File: src/rtl/q_maze_pkg.sv
// Shared types for the Q-learning maze datapath.
// Actions, walker FSM states and per-action cell offsets.
package q_maze_pkg;

  typedef enum logic [1:0] {
    A_DOWN  = 2'd0,
    A_RIGHT = 2'd1,
    A_UP    = 2'd2,
    A_LEFT  = 2'd3
  } action_t;

  typedef enum logic [2:0] {
    S_IDLE,
    S_FETCH,
    S_MOVE,
    S_CHECK,
    S_DONE
  } walk_state_t;

  localparam int N_ACT     = 4;
  localparam int OFS_RIGHT = 1;
  localparam int OFS_LEFT  = -1;

  // Signed cell-index offset of an action; vertical moves scale with COLS.
  function automatic int act_step(input action_t a, input int cols);
    unique case (a)
      A_DOWN:  act_step = cols;
      A_RIGHT: act_step = OFS_RIGHT;
      A_UP:    act_step = -cols;
      default: act_step = OFS_LEFT;
    endcase
  endfunction

endpackage

File: src/rtl/q_move_legal.sv
// Combinational legality and destination of the four moves from a cell.
// Bounds are checked before any subtraction so nothing wraps.
module q_move_legal
  import q_maze_pkg::*;
#(
  parameter int ROWS      = 6,
  parameter int COLS      = 6,
  parameter int N_BLOCKED = 16,
  parameter int STATE_W   = $clog2(ROWS*COLS+1)
) (
  input  logic [STATE_W-1:0] cur_state,
  input  logic [STATE_W-1:0] blocked [N_BLOCKED],
  output logic [3:0]         legal,
  output logic [STATE_W-1:0] dest [N_ACT]
);

  localparam int N_CELLS = ROWS * COLS;

  logic [STATE_W:0]   s_ext;
  logic [STATE_W-1:0] col;
  logic [3:0]         in_grid;
  logic [3:0]         hit;

  assign s_ext = {1'b0, cur_state};
  assign col   = cur_state % STATE_W'(COLS);

  always_comb begin
    in_grid = '0;
    in_grid[A_DOWN]  = (cur_state != '0) &&
      ((s_ext + (STATE_W+1)'(COLS)) <= (STATE_W+1)'(N_CELLS));
    in_grid[A_RIGHT] = (cur_state != '0) &&
      (s_ext < (STATE_W+1)'(N_CELLS)) && (col != '0);
    in_grid[A_UP]    = s_ext > (STATE_W+1)'(COLS);
    in_grid[A_LEFT]  = (COLS > 1) && (s_ext > (STATE_W+1)'(1)) &&
      (col != STATE_W'(1));
  end

  always_comb begin
    for (int a = 0; a < N_ACT; a++) begin
      dest[a] = STATE_W'(int'(cur_state) + act_step(action_t'(a), COLS));
    end
  end

  // A destination is blocked if any occupied slot names it.
  always_comb begin
    hit = '0;
    for (int a = 0; a < N_ACT; a++) begin
      for (int i = 0; i < N_BLOCKED; i++) begin
        if (blocked[i] != '0 && blocked[i] == dest[a])
          hit[a] = 1'b1;
      end
    end
  end

  assign legal = in_grid & ~hit;

endmodule

File: src/rtl/q_greedy_stepper.sv
// Greedy exploit walker: repeatedly takes the best legal Q action
// from the current cell until target, dead end or step budget.
module q_greedy_stepper
  import q_maze_pkg::*;
#(
  parameter int ROWS      = 6,
  parameter int COLS      = 6,
  parameter int N_BLOCKED = 16,
  parameter int Q_W       = 32,
  parameter int MAX_STEPS = 64,
  localparam int N_CELLS  = ROWS * COLS,
  localparam int STATE_W  = $clog2(N_CELLS + 1),
  localparam int STEP_W   = $clog2(MAX_STEPS + 1)
) (
  input  logic               clk,
  input  logic               rst,
  input  logic               start,
  input  logic [STATE_W-1:0] start_state,
  input  logic [STATE_W-1:0] target_state,
  input  logic [STATE_W-1:0] blocked [N_BLOCKED],
  output logic               q_rd_en,
  output logic [STATE_W-1:0] q_rd_state,
  output logic [1:0]         q_rd_action,
  input  logic [Q_W-1:0]     q_rd_data,
  output logic               move_valid,
  output logic [STATE_W-1:0] move_state,
  input  logic               move_ready,
  output logic [STATE_W-1:0] cur_state,
  output logic [STEP_W-1:0]  step_count,
  output logic               busy,
  output logic               done,
  output logic               target_reached,
  output logic               stuck,
  output logic               timeout
);

  walk_state_t st, st_nxt;

  logic [2:0]         fc;
  logic [STATE_W-1:0] tgt;
  logic [3:0]         legal;
  logic [STATE_W-1:0] dest [N_ACT];

  logic signed [Q_W-1:0] best_q, cand_q;
  action_t               best_a, cand_a, rd_a;
  logic                  best_v, cand_v, take;
  logic                  fetch_last, hit_tgt, hit_max;

  q_move_legal #(
    .ROWS      (ROWS),
    .COLS      (COLS),
    .N_BLOCKED (N_BLOCKED),
    .STATE_W   (STATE_W)
  ) u_legal (
    .cur_state (cur_state),
    .blocked   (blocked),
    .legal     (legal),
    .dest      (dest)
  );

  assign fetch_last = (fc == 3'd4);
  assign hit_tgt    = (cur_state == tgt);
  assign hit_max    = (step_count == STEP_W'(MAX_STEPS));

  // Data captured in fetch cycle k belongs to the action read in k-1.
  always_comb begin
    rd_a   = action_t'(fc[1:0] - 2'd1);
    take   = (st == S_FETCH) && (fc != 3'd0) && legal[rd_a] &&
             (!best_v || ($signed(q_rd_data) > best_q));
    cand_v = best_v | take;
    cand_q = take ? $signed(q_rd_data) : best_q;
    cand_a = take ? rd_a : best_a;
  end

  always_ff @(posedge clk or posedge rst) begin
    if (rst) st <= S_IDLE;
    else     st <= st_nxt;
  end

  always_comb begin
    st_nxt = st;
    unique case (st)
      S_IDLE, S_DONE: if (start) st_nxt = S_CHECK;
      S_CHECK: begin
        if (hit_tgt || hit_max) st_nxt = S_DONE;
        else                    st_nxt = S_FETCH;
      end
      S_FETCH: begin
        if (fetch_last) st_nxt = cand_v ? S_MOVE : S_DONE;
      end
      S_MOVE:  if (move_ready) st_nxt = S_CHECK;
      default: st_nxt = S_IDLE;
    endcase
  end

  always_ff @(posedge clk or posedge rst) begin
    if (rst) begin
      cur_state      <= '0;
      tgt            <= '0;
      step_count     <= '0;
      move_state     <= '0;
      fc             <= '0;
      best_q         <= '0;
      best_a         <= A_DOWN;
      best_v         <= 1'b0;
      target_reached <= 1'b0;
      stuck          <= 1'b0;
      timeout        <= 1'b0;
    end else begin
      unique case (st)
        S_IDLE, S_DONE: begin
          if (start) begin
            cur_state      <= start_state;
            tgt            <= target_state;
            step_count     <= '0;
            target_reached <= 1'b0;
            stuck          <= 1'b0;
            timeout        <= 1'b0;
          end
        end
        S_CHECK: begin
          fc     <= '0;
          best_v <= 1'b0;
          // Target wins over budget so a last-step arrival counts.
          if (hit_tgt)      target_reached <= 1'b1;
          else if (hit_max) timeout        <= 1'b1;
        end
        S_FETCH: begin
          fc     <= fc + 3'd1;
          best_q <= cand_q;
          best_a <= cand_a;
          best_v <= cand_v;
          tgt    <= target_state;
          if (fetch_last) begin
            if (cand_v) move_state <= dest[cand_a];
            else        stuck      <= 1'b1;
          end
        end
        S_MOVE: begin
          if (move_ready) begin
            cur_state  <= move_state;
            step_count <= step_count + STEP_W'(1);
          end
        end
        default: ;
      endcase
    end
  end

  assign q_rd_en     = (st == S_FETCH) && !fc[2];
  assign q_rd_action = fc[1:0];
  assign q_rd_state  = cur_state;
  assign move_valid  = (st == S_MOVE);
  assign busy        = (st == S_FETCH) || (st == S_MOVE) || (st == S_CHECK);
  assign done        = (st == S_DONE);

endmodule

File: config.mk
export PLATFORM = sky130hd
export DESIGN_NAME = q_greedy_stepper
export DESIGN_NICKNAME = d
export VERILOG_FILES = /design/src/rtl/q_maze_pkg.sv /design/src/rtl/q_move_legal.sv /design/src/rtl/q_greedy_stepper.sv
export SDC_FILE = /design/constraint.sdc
export NUM_CORES = 1
export LEC_CHECK = 0
export ABC_AREA = 1
export CAP_MARGIN = 20
export CORE_MARGIN = 1.5
export CORE_UTILIZATION = 30
export CTS_BUF_LIST = sky130_fd_sc_hd__clkbuf_4 sky130_fd_sc_hd__clkbuf_8
export DETAILED_ROUTE_END_ITERATION = 8
export PLACE_DENSITY = 0.52
export SLEW_MARGIN = 10
export SYNTH_ARGS = -nofsm -noshare
export SYNTH_HDL_FRONTEND = slang
export SYNTH_SLANG_ARGS = --single-unit
File: constraint.sdc
create_clock -name clk -period 5.5 [get_ports clk]
set_clock_uncertainty 0.2 [all_clocks]
set_input_delay 0.825 -clock clk [delete_from_list [all_inputs] [get_ports clk]]
set_output_delay 0.825 -clock clk [all_outputs]
set_load 0.01 [all_outputs]
==> flow_summary_export.csv, run 1 <==
group,metric,value,unit
cts,tritoncts.num_buffers,9,
setup_path,highest_net_fanout_along_the_worst_path,62,
yosys,synthCells,1463,
yosys,yosys.area.top_type_share,18.3,%
setup_path,timing.rr.start,"cur_state[1]",
yosys,share_of_flip_flops_with_an_asynchronous_set_or_reset,100,%
cts,cells_resized_by_post_cts_repair,0,
route,final_antenna_net_count,0,
route,drt-initial-drc-count,676,
timing,tightestPinTransition,0.826,ns
route,finalWirelength,35600,um
global_routing,global_route_wire_length_before_repair,55300,um
timing,timing.slew.headroom,44.8,%
die,die_area,32600,sq um
setup_path,worstPathArrival,4.51,ns
yosys,post-synth-top-count-cell,"sky130_fd_sc_hd__nand2_1",
setup_path,r2r.worst_path.cells,17,
global_routing,globalRouteMet2Util,36.2,%
run_status,run_status,"completed",
timing,setup_viol,0,
timing,final.setup.tns,0,ns
yosys,number_of_synthesized_register_bits,69,
hold_path,hold_crit_path_type,"flip-flop to flip-flop",
global_routing,grt_most_used_layer,"met2",
timing,drv_slew,0,
cts,clock_tree_from_tritoncts,"done",
setup_path,critical_path.endpoint_type,"flip-flop",
cts,post_cts_buffers,0,
setup_path,timing.critical_path.from_type,"flip-flop",
cts,cts_hold_buf,0,
placement,io_buffer_count,177,
global_routing,grt.met3_usage,3.62,%
die,total_core_area,30800,sq um
finish,drive_above_1_share,5.93,%
global_routing,overflow,0,
route,post-route-drc-count,0,
finish,area_growth,23.9,%
cts,path_clk_slew,0.09,ns
timing,period_needed,4.49,ns
global_routing,grt_antenna_before_repair,2,
yosys,synth_top_cells_by_count,"sky130_fd_sc_hd__nand2_1 (292), sky130_fd_sc_hd__inv_1 (192), sky130_fd_sc_hd__xor2_1 (151)",
global_routing,first_global_vias,10100,
yosys,synth_cell_type_count,52,
die,boundaryPins,178,
flow_run,number_of_max_cap_violations,0,
setup_path,worst-setup-path-type,"flip-flop to flip-flop",
timing,grt_setup_unrepaired,"false",
yosys,synth_edf_count,0,
placement,dp_cells,1998,
route,route.detailed.wl_per_inst,17.7,um
power_and_ir_drop,total_power,6.96,mW
yosys,synth.cell_area,9460,sq um
setup_path,critPathRequiredTime,5.52,ns
yosys,netlist_top_cells_area,"sky130_fd_sc_hd__dfrtp_1 (18%), sky130_fd_sc_hd__xor2_1 (14%), sky130_fd_sc_hd__nand2_1 (12%)",
global_routing,groute.layer.met1.usage,27.8,%
route,drt-pass1-iter-count,6,
timing,layout_worst_path_cycle_share,81.6,%
cts,ctsRootBufferMaster,"sky130_fd_sc_hd__clkbuf_8",
power_and_ir_drop,power_per_cell_area,594,nW/um^2
route,via_count,10200,
finish,design.final.nets,1807,
finish,final_area,11700,sq um
cts,clkSinkCount,69,
yosys,post_syn_nets,1657,
cts,cts.path.max_buffers,2,
hold_path,timing.hold.worst.start,"target_reached",
yosys,yosys_warnings,0,
power_and_ir_drop,ir_drop,339,uV
die,start_util,30.7,%
cts,clk_latency,0.36,ns
finish,final-instance-count-excl-fill,2014,
finish,layout.filler_cells,3240,
yosys,part_of_the_yosys_area_used_for_sequential_elements,18.3,%
route,via_per_inst,5.06,
placement,finalWeightedCongestion,0.928,
timing,achievable-frequency,0.223,GHz
setup_path,worstReg2RegEnd,"best_q[3]",
die,die_width,181,um
die,floorplan.die.height,181,um
setup_path,timing.reg2reg.setup_slack,1.01,ns
hold_path,timing.hold.worst_path_depth,2,
global_routing,gr-usage-all-layers,21.5,%
yosys,synth_top_area_cell,"sky130_fd_sc_hd__dfrtp_1",
placement,placed_area,11500,sq um
yosys,synth-main-ff-cell,"sky130_fd_sc_hd__dfrtp_1",
global_routing,grt_max_degree,63,
die,floorplan_row_count,64,
yosys,synthesis.area_per_instance,6.46,sq um
power_and_ir_drop,p_leak,5.49,nW
finish,insertedDiodeCount,0,
timing,finalHoldViolCount,0,
hold_path,hold_end,"target_reached",
cts,h-tree-depth,3,
placement,dp_hpwl,26800,um
area by class of cell:
| class | count | area (sq um) | area share [%] |
|---|---|---|---|
| inverters | 205 | 769 | 6.57 |
| clock buffers | 9 | 124 | 1.06 |
| multi-input cells | 1132 | 6610 | 56.4 |
| flip-flops and latches | 69 | 1730 | 14.7 |
| repair buffers | 196 | 1910 | 16.3 |
| well taps | 396 | 495 | 4.23 |
| clock inverters | 7 | 76.3 | 0.651 |
power by group:
group | switching, mW | internal (mW) | leakage (nW) | total, mW
combinational | 3.71 | 1.92 | 4.53 | 5.63
clock | 0.217 | 0.211 | 0.0954 | 0.428
sequential | 0.176 | 0.734 | 0.856 | 0.910
how the worst max path moves through the flow:
stage | start | endpoint | slack [ns] | cells past startpoint
finish | cur_state[1] | best_q[3] | 1.01 | 17
global route | cur_state[1] | best_q[17] | 0.57 | 19
floorplan | cur_state[1] | move_state[4] | 1.77 | 32
CTS | cur_state[1] | best_q[25] | 0.98 | 17
global placement | cur_state[1] | best_q[21] | 1.18 | 17
detailed placement | cur_state[1] | best_q[25] | 1.03 | 17
routing by layer:
metal | part of all wire (%) | up-vias | routed length [um]
met5 | 0.037 | - | 13
met4 | 2.7 | 2 | 964
met3 | 6.6 | 59 | 2350
met2 | 46 | 365 | 16300
met1 | 45 | 4693 | 16000
li1 | - | 5077 | -
metrics by stage:
step / hold slack [ns] / setup slack [ns] / utilization (%)
finish: 0.311 / 1.01 / 38.0
global route: 0.334 / 0.571 / 38.0
CTS: 0.319 / 0.985 / 38.0
detailed placement: 0.290 / 1.03 / 37.4
global placement: 0.300 / 1.18 / 37.4
floorplan: 0.257 / 1.77 / -
layout by cell type (no fill, tap or decap), types with 27 or more instances in the layout:
master / count
sky130_fd_sc_hd__nand3_1: 90
sky130_fd_sc_hd__clkdlybuf4s50_1: 177
sky130_fd_sc_hd__xnor2_1: 35
sky130_fd_sc_hd__a21oi_1: 57
sky130_fd_sc_hd__nor3_1: 37
sky130_fd_sc_hd__nor4_1: 27
sky130_fd_sc_hd__nor2_1: 141
sky130_fd_sc_hd__nand4_1: 59
sky130_fd_sc_hd__inv_1: 191
sky130_fd_sc_hd__xor2_1: 151
sky130_fd_sc_hd__ha_1: 50
sky130_fd_sc_hd__dfrtp_1: 69
sky130_fd_sc_hd__nand2_1: 292
sky130_fd_sc_hd__o21ai_0: 73
cell families (layout without fill, tap and decap cells):
logic type               after synthesis  count (layout)  synth area share (%)
flip-flops                            69              69                  18.3
buffers and inverters                262             417                  11.8
adder cells (fa/ha/maj)               50              50                  6.62
AO/OA/AOI/OAI                        197             197                  11.9
XOR/XNOR                             187             187                  17.4
AND/OR/NAND/NOR                      698             698                  34.0
state kept, by name (all words and copies together) (netlist names):
register and count:
best_q 32, step_count 7, cur_state 6, move_state 6
tgt 6, fc 3, st 3, best_a 2
best_v 1, stuck 1, target_reached 1, timeout 1
worst max-delay path, stage by stage (launching register included):
cell and delay [ns]:
sky130_fd_sc_hd__dfrtp_1 0.35, sky130_fd_sc_hd__buf_4 0.46, sky130_fd_sc_hd__ha_1 0.30, sky130_fd_sc_hd__nand2_1 0.10, sky130_fd_sc_hd__o21ai_0 0.18, sky130_fd_sc_hd__nand2_1 0.51, sky130_fd_sc_hd__xor2_1 0.32, sky130_fd_sc_hd__nand4_1 0.17
sky130_fd_sc_hd__o21ai_0 0.10, sky130_fd_sc_hd__nor3_1 0.33, sky130_fd_sc_hd__nand3_1 0.13, sky130_fd_sc_hd__nor2_1 0.11, sky130_fd_sc_hd__nand2_1 0.10, sky130_fd_sc_hd__nand2_4 0.13, sky130_fd_sc_hd__nand3_4 0.13, sky130_fd_sc_hd__inv_2 0.07
sky130_fd_sc_hd__buf_4 0.45, sky130_fd_sc_hd__o21ai_0 0.16
(Power assumes the default switching activity.)
==> run 2: changes to the inputs <==
clock period = 4.21 ns   (was 5.5 ns; I/O delays follow)
==> flow_summary_export.csv, run 2 (synthesis gave the netlist of run 1 again) <==
group,metric,value,unit
flow_run,number_of_max_cap_violations,0,
timing,final.setup.tns,0,ns
setup_path,timing.critical_path.from_type,"flip-flop",
finish,reg.largest.list,"best_q: 32 flops, step_count: 7 flops",
route,final_antenna_net_count,0,
finish,register_containing_the_most_flip_flops_in_the_final_layout,"best_q",
power_and_ir_drop,p_sw_share,56.6,%
die,floorplan.die.height,181,um
cts,h-tree-depth,3,
global_routing,first_global_vias,9978,
setup_path,highest_net_fanout_along_the_worst_path,13,
global_routing,gr-usage-all-layers,21.9,%
run_status,run_status,"completed",
die,start_util,30.7,%
setup_path,worstPathArrival,3.94,ns
cts,cts.path.max_buffers,2,
finish,layout.filler_cells,3291,
power_and_ir_drop,total_power,9.59,mW
timing,grt_setup_unrepaired,"false",
timing,drv_slew,0,
die,boundaryPins,178,
timing,layout_worst_path_cycle_share,92.5,%
timing,setup_viol,0,
setup_path,critical_path.endpoint_type,"flip-flop",
die,die_width,181,um
finish,area_growth,27.0,%
route,route.detailed.wl_per_inst,17.6,um
hold_path,hold_crit_path_type,"flip-flop to flip-flop",
timing,finalHoldViolCount,0,
placement,dp_cells,2024,
timing,holdWs,0.324,ns
placement,finalWeightedCongestion,0.923,
power_and_ir_drop,p_clk_share,7.7,%
cts,post_cts_buffers,0,
power_and_ir_drop,p_int,4.16,mW
power_and_ir_drop,p_leak,5.66,nW
cts,clock_tree_from_tritoncts,"done",
timing,tightestPinTransition,0.913,ns
timing,period_needed,3.89,ns
power_and_ir_drop,power_frac_seq,12.2,%
die,total_core_area,30800,sq um
route,post-route-drc-count,0,
finish,final-instance-count-excl-fill,2042,
timing,achievable-frequency,0.257,GHz
finish,design.final.nets,1833,
route,via_per_inst,5.01,
cts,ctsRootBufferMaster,"sky130_fd_sc_hd__clkbuf_8",
global_routing,grt_antenna_before_repair,3,
route,met3_length,2040,um
setup_path,critPathRequiredTime,4.26,ns
timing,timing.slew.headroom,39.1,%
die,die_area,32600,sq um
route,wl_met1,16600,um
placement,dp_hpwl,27900,um
route,drt-pass1-iter-count,5,
route,drt-initial-drc-count,690,
cts,path_clk_slew,0.08,ns
die,floorplan_row_count,64,
route,via_count,10200,
power_and_ir_drop,power.switching,5.42,mW
power_and_ir_drop,power_frac_comb,80.1,%
finish,largest_reg_flops,32,
finish,layout.cells.most_common_list,"sky130_fd_sc_hd__nand2_1 (292), sky130_fd_sc_hd__inv_1 (190), sky130_fd_sc_hd__clkdlybuf4s50_1 (177), sky130_fd_sc_hd__xor2_1 (151), sky130_fd_sc_hd__nor2_1 (141)",
cts,clk_latency,0.36,ns
cts,tritoncts.num_buffers,9,
cts,cts_hold_buf,0,
route,met2WireLength,16300,um
power_and_ir_drop,ir_drop,438,uV
finish,most_common_cell_after_layout_fill_and_taps_aside,"sky130_fd_sc_hd__nand2_1",
global_routing,grt_max_degree,70,
placement,io_buffer_count,177,
global_routing,overflow,0,
setup_path,worst-setup-path-type,"flip-flop to flip-flop",
route,finalWirelength,35900,um
cts,clkSinkCount,69,
power_and_ir_drop,power_per_cell_area,798,nW/um^2
route,highest-signal-layer,"met5",
global_routing,global_route_wire_length_before_repair,55900,um
finish,drive_above_1_share,7.54,%
run 2: changes by cell type in the layout (fill, tap and decap cells not counted), sizes merged:
cell,delta
buf,+26
clkinv,-4
bufinv,+3
clkbuf,+3
clkinvlp,-2
diode,+2
run 2: layout make-up:
type	instances	area, sq um	area share (%)
Sequential cell	69	1730	14.4
Multi-Input combinational cell	1132	6610	55.1
Antenna cell	2	5.00	0.0417
Tap cell	396	495	4.13
Clock inverter	4	120	1.00
Inverter	205	769	6.41
Clock buffer	12	146	1.22
Timing Repair Buffer	222	2130	17.8
run 2: what timing repair did:
| item | CTS | global route |
|---|---|---|
| endpoints found under the setup margin | 0 | 4 |
| hold endpoints to repair | 0 | 0 |
| gates resized for setup | 0 | 2 |
run 2: per-stage QoR:
stage	util [%]	area, sq um	setup WS (ns)
after floorplan	-	9460	0.477
after global placement	38.1	11700	0.318
after detailed placement	38.1	11700	0.306
after CTS	38.9	12000	0.282
after global routing	38.9	12000	0.0209
final	39.0	12000	0.318
run 2: layer usage:
metal | track usage (%) | up-vias
met1 | 29.2 | 4704
li1 | - | 5138
met2 | 36.1 | 336
met5 | 0 | -
met3 | 3.46 | 59
met4 | 7.03 | 2
run 2: path summary, 6_finish.rpt:
kind / start / to / slack (ns) / depth (start not counted)
min in group asynchronous: rst / best_q[19] / 0.68 / 3
setup / recovery: cur_state[3] / move_state[4] / 0.32 / 18
hold reg to reg: best_q[0] / best_q[0] / 0.32 / 2
hold / removal: best_q[0] / best_q[0] / 0.32 / 2
max in group asynchronous: rst / cur_state[4] / 2.50 / 3
setup reg to reg: cur_state[3] / move_state[4] / 0.32 / 18
run 2: power by group through the flow:
stage	combinational (mW)	sequential (mW)	clock (mW)
finish	7.68	1.17	0.736
CTS	7.66	1.17	0.755
floorplan	5.22	1.16	0
detailed placement	7.62	1.18	0
global route	8.47	1.21	0.784
global placement	7.60	1.18	0
run 2: critical path, cell delays in order, from the launching register on:
cell                       delay, ns
sky130_fd_sc_hd__dfrtp_1        0.66
sky130_fd_sc_hd__inv_2          0.25
sky130_fd_sc_hd__a21oi_2        0.22
sky130_fd_sc_hd__nand2_1        0.21
sky130_fd_sc_hd__nand2_4        0.30
sky130_fd_sc_hd__buf_4          0.23
sky130_fd_sc_hd__xor2_1         0.10
sky130_fd_sc_hd__a211oi_2       0.37
sky130_fd_sc_hd__nand4_1        0.20
sky130_fd_sc_hd__nor2_1         0.19
sky130_fd_sc_hd__nor2_2         0.07
sky130_fd_sc_hd__nand2_4        0.11
sky130_fd_sc_hd__nand4_4        0.19
sky130_fd_sc_hd__nand2_4        0.18
sky130_fd_sc_hd__nand2_1        0.06
sky130_fd_sc_hd__nand3_1        0.07
sky130_fd_sc_hd__nand2_1        0.06
sky130_fd_sc_hd__nand2_1        0.06
sky130_fd_sc_hd__nand2_1        0.05
==> run 3: changes to the inputs <==
ABC_AREA = not set   (was 1)
CORE_ASPECT_RATIO = 0.6   (was not set)
PLACE_DENSITY = 0.51   (was 0.52)
==> flow_summary_export.csv, run 3 <==
group,metric,value,unit
route,post-route-drc-count,0,
yosys,number_of_synthesized_register_bits,69,
finish,register_containing_the_most_flip_flops_in_the_final_layout,"best_q",
finish,area_growth,49.8,%
die,floorplan_row_count,52,
cts,h-tree-depth,3,
yosys,part_of_the_yosys_area_used_for_sequential_elements,17.0,%
power_and_ir_drop,power_frac_seq,8.7,%
cts,clkSinkCount,69,
route,route.detailed.wl_per_inst,20.9,um
yosys,synth_edf_count,0,
hold_path,hold_end,"timeout",
yosys,synth-main-ff-cell,"sky130_fd_sc_hd__dfrtp_1",
timing,finalHoldViolCount,0,
die,boundaryPins,178,
yosys,synthesis.area_per_instance,8.32,sq um
global_routing,grt_max_degree,64,
cts,cts.path.max_buffers,2,
run_status,run_status,"finished with violations",
global_routing,global_route_wire_length_before_repair,65800,um
yosys,post_syn_nets,1417,
flow_run,number_of_max_cap_violations,0,
route,final_antenna_net_count,0,
power_and_ir_drop,power_per_cell_area,879,nW/um^2
global_routing,first_global_vias,10700,
finish,final-instance-count-excl-fill,2105,
finish,layout.cells.most_common_list,"sky130_fd_sc_hd__buf_4 (310), sky130_fd_sc_hd__xnor2_1 (210), sky130_fd_sc_hd__clkdlybuf4s50_1 (177), sky130_fd_sc_hd__nand2_1 (83), sky130_fd_sc_hd__nor2_1 (67)",
cts,clk_latency,0.37,ns
setup_path,r2r.worst_path.cells,18,
die,start_util,30.3,%
timing,setup_viol,7,
setup_path,timing.critical_path.from_type,"flip-flop",
die,die_width,241,um
finish,design.final.nets,1834,
timing,tightestPinTransition,0.746,ns
power_and_ir_drop,power.switching,6.36,mW
yosys,synth_cell_type_count,93,
power_and_ir_drop,p_int,7.04,mW
timing,layout_setup_ws,-0.201,ns
placement,place_worst_setup_slack,-0.462,ns
power_and_ir_drop,p_leak,6.32,nW
timing,timing.slew.headroom,49.9,%
timing,period_needed,4.41,ns
cts,path_clk_slew,0.08,ns
yosys,post-synth-top-count-cell,"sky130_fd_sc_hd__xnor2_1",
yosys,synth_top_cells_by_count,"sky130_fd_sc_hd__xnor2_1 (214), sky130_fd_sc_hd__nand2_1 (84), sky130_fd_sc_hd__dfrtp_1 (69)",
setup_path,worst-setup-path-type,"flip-flop to flip-flop",
yosys,synthCells,1223,
cts,ctsRootBufferMaster,"sky130_fd_sc_hd__clkbuf_8",
yosys,netlist_top_cells_area,"sky130_fd_sc_hd__xnor2_1 (18%), sky130_fd_sc_hd__dfrtp_1 (17%), sky130_fd_sc_hd__ha_1 (6.1%)",
timing,holdWs,0.300,ns
yosys,yosys_warnings,0,
die,total_core_area,33600,sq um
timing,achievable-frequency,0.227,GHz
placement,io_buffer_count,177,
power_and_ir_drop,p_clk_share,4.8,%
die,floorplan.die.height,146,um
timing,grt_setup_unrepaired,"true",
yosys,synth.cell_area,10200,sq um
setup_path,critPathRequiredTime,4.26,ns
setup_path,worstReg2RegEnd,"move_state[4]",
route,via_per_inst,5.13,
route,via_count,10800,
global_routing,gr-usage-all-layers,25.1,%
yosys,synth_top_area_cell,"sky130_fd_sc_hd__xnor2_1",
finish,most_common_cell_after_layout_fill_and_taps_aside,"sky130_fd_sc_hd__buf_4",
placement,finalWeightedCongestion,0.971,
route,finalWirelength,43900,um
cts,clock_tree_from_tritoncts,"done",
power_and_ir_drop,p_sw_share,47.5,%
setup_path,timing.rr.start,"cur_state[1]",
placement,dp_hpwl,35700,um
cts,tritoncts.num_buffers,9,
setup_path,highest_net_fanout_along_the_worst_path,7,
hold_path,timing.hold.worst_path_depth,2,
setup_path,timing.reg2reg.setup_slack,-0.20,ns
setup_path,worstPathArrival,4.47,ns
global_routing,grt_antenna_before_repair,2,
finish,largest_reg_flops,32,
run_status,violations_in_the_final_reports,"negative setup slack",
route,drt-initial-drc-count,1015,
hold_path,timing.hold.worst.start,"timeout",
setup_path,critical_path.endpoint_type,"flip-flop",
global_routing,overflow,0,
power_and_ir_drop,total_power,13.4,mW
hold_path,hold_crit_path_type,"flip-flop to flip-flop",
timing,layout_worst_path_cycle_share,105,%
setup_path,worstSetupStartpoint,"cur_state[1]",
finish,drive_above_1_share,27.0,%
route,drt-pass1-iter-count,5,
yosys,share_of_flip_flops_with_an_asynchronous_set_or_reset,100,%
power_and_ir_drop,power_frac_comb,86.5,%
power_and_ir_drop,ir_drop,306,uV
yosys,yosys.area.top_type_share,18.4,%
finish,reg.largest.list,"best_q: 32 flops, step_count: 7 flops",
placement,dp_cells,2073,
timing,drv_slew,0,
die,die_area,35100,sq um
run 3: logic make-up (layout without fill, tap and decap cells):
| logic type | Yosys count | count (layout) | share of synthesized area, % |
|---|---|---|---|
| and+or+nand+nor | 366 | 366 | 19.5 |
| xor gates and xnor gates | 308 | 308 | 30.9 |
| AOI/OAI and AO/OA | 233 | 234 | 16.0 |
| buffers and inverters | 173 | 594 | 7.94 |
| DFF | 69 | 69 | 17.0 |
| adders and majority gates | 50 | 50 | 6.15 |
| muxes | 24 | 24 | 2.54 |
| other | 0 | 1 | 0 |
run 3: through the flow:
step                      utilization, %  instance area (sq um)  setup TNS [ns]
final                               45.4                  15200          -0.965
after global routing                45.4                  15200           -5.60
after CTS                           45.0                  15100           -1.03
after detailed placement            43.8                  14700           -9.25
after global placement              43.8                  14700           -5.67
after floorplan                        -                  10400           -1.21
run 3: worst max path at each step:
stage / endpoint / cells past startpoint
after global routing: move_state[3] / 18
after floorplan: move_state[3] / 21
final: move_state[4] / 18
after global placement: move_state[3] / 14
after detailed placement: move_state[3] / 14
after CTS: move_state[3] / 18
run 3: area by class of cell:
class	instances	area (sq um)
fill	3320	18300
multi-input combinational	982	7910
timing repair buffer	510	4520
sequential	69	1730
tap	459	574
inverter	68	272
clock buffer	12	159
clock inverter	4	70.1
antenna	1	2.50
run 3: power groups by stage:
stage	clock network, mW	registers, mW	logic (mW)
after floorplan	0	1.16	6.48
after global placement	0	1.18	10.8
after detailed placement	0	1.18	10.9
after CTS	0.663	1.17	11.3
after global routing	0.696	1.21	12.3
final	0.641	1.17	11.6
run 3: critical path, cell delays in order (launching register included):
cell and delay, ns:
sky130_fd_sc_hd__dfrtp_2 0.47, sky130_fd_sc_hd__buf_4 0.15, sky130_fd_sc_hd__ha_2 0.23, sky130_fd_sc_hd__or2_4 0.29, sky130_fd_sc_hd__a211oi_2 0.23, sky130_fd_sc_hd__a211oi_2 0.07, sky130_fd_sc_hd__a21o_1 0.21, sky130_fd_sc_hd__ha_4 0.22
sky130_fd_sc_hd__inv_2 0.06, sky130_fd_sc_hd__nand2_2 0.04, sky130_fd_sc_hd__or4_4 0.54, sky130_fd_sc_hd__a31o_1 0.21, sky130_fd_sc_hd__a32o_2 0.27, sky130_fd_sc_hd__and4bb_4 0.22, sky130_fd_sc_hd__buf_4 0.15, sky130_fd_sc_hd__o22a_4 0.27
sky130_fd_sc_hd__or2_1 0.23, sky130_fd_sc_hd__a22oi_1 0.15, sky130_fd_sc_hd__a21oi_1 0.10
run 3: timing repair:
action	in CTS	in global routing
buffers inserted	9	5
endpoints found under the setup margin	40	41
endpoints found under the hold margin	0	0
cloned	0	1
resized for setup	27	15
pin swaps	15	18
hold buffers	0	0
run 3: per-layer routing:
layer,routed length [um],track usage [%],vias to the layer above
met5,0,0,-
li1,-,-,5154
met4,672,4.59,0
met3,4540,7.63,48
met2,16900,33.9,434
met1,21800,38.5,5160
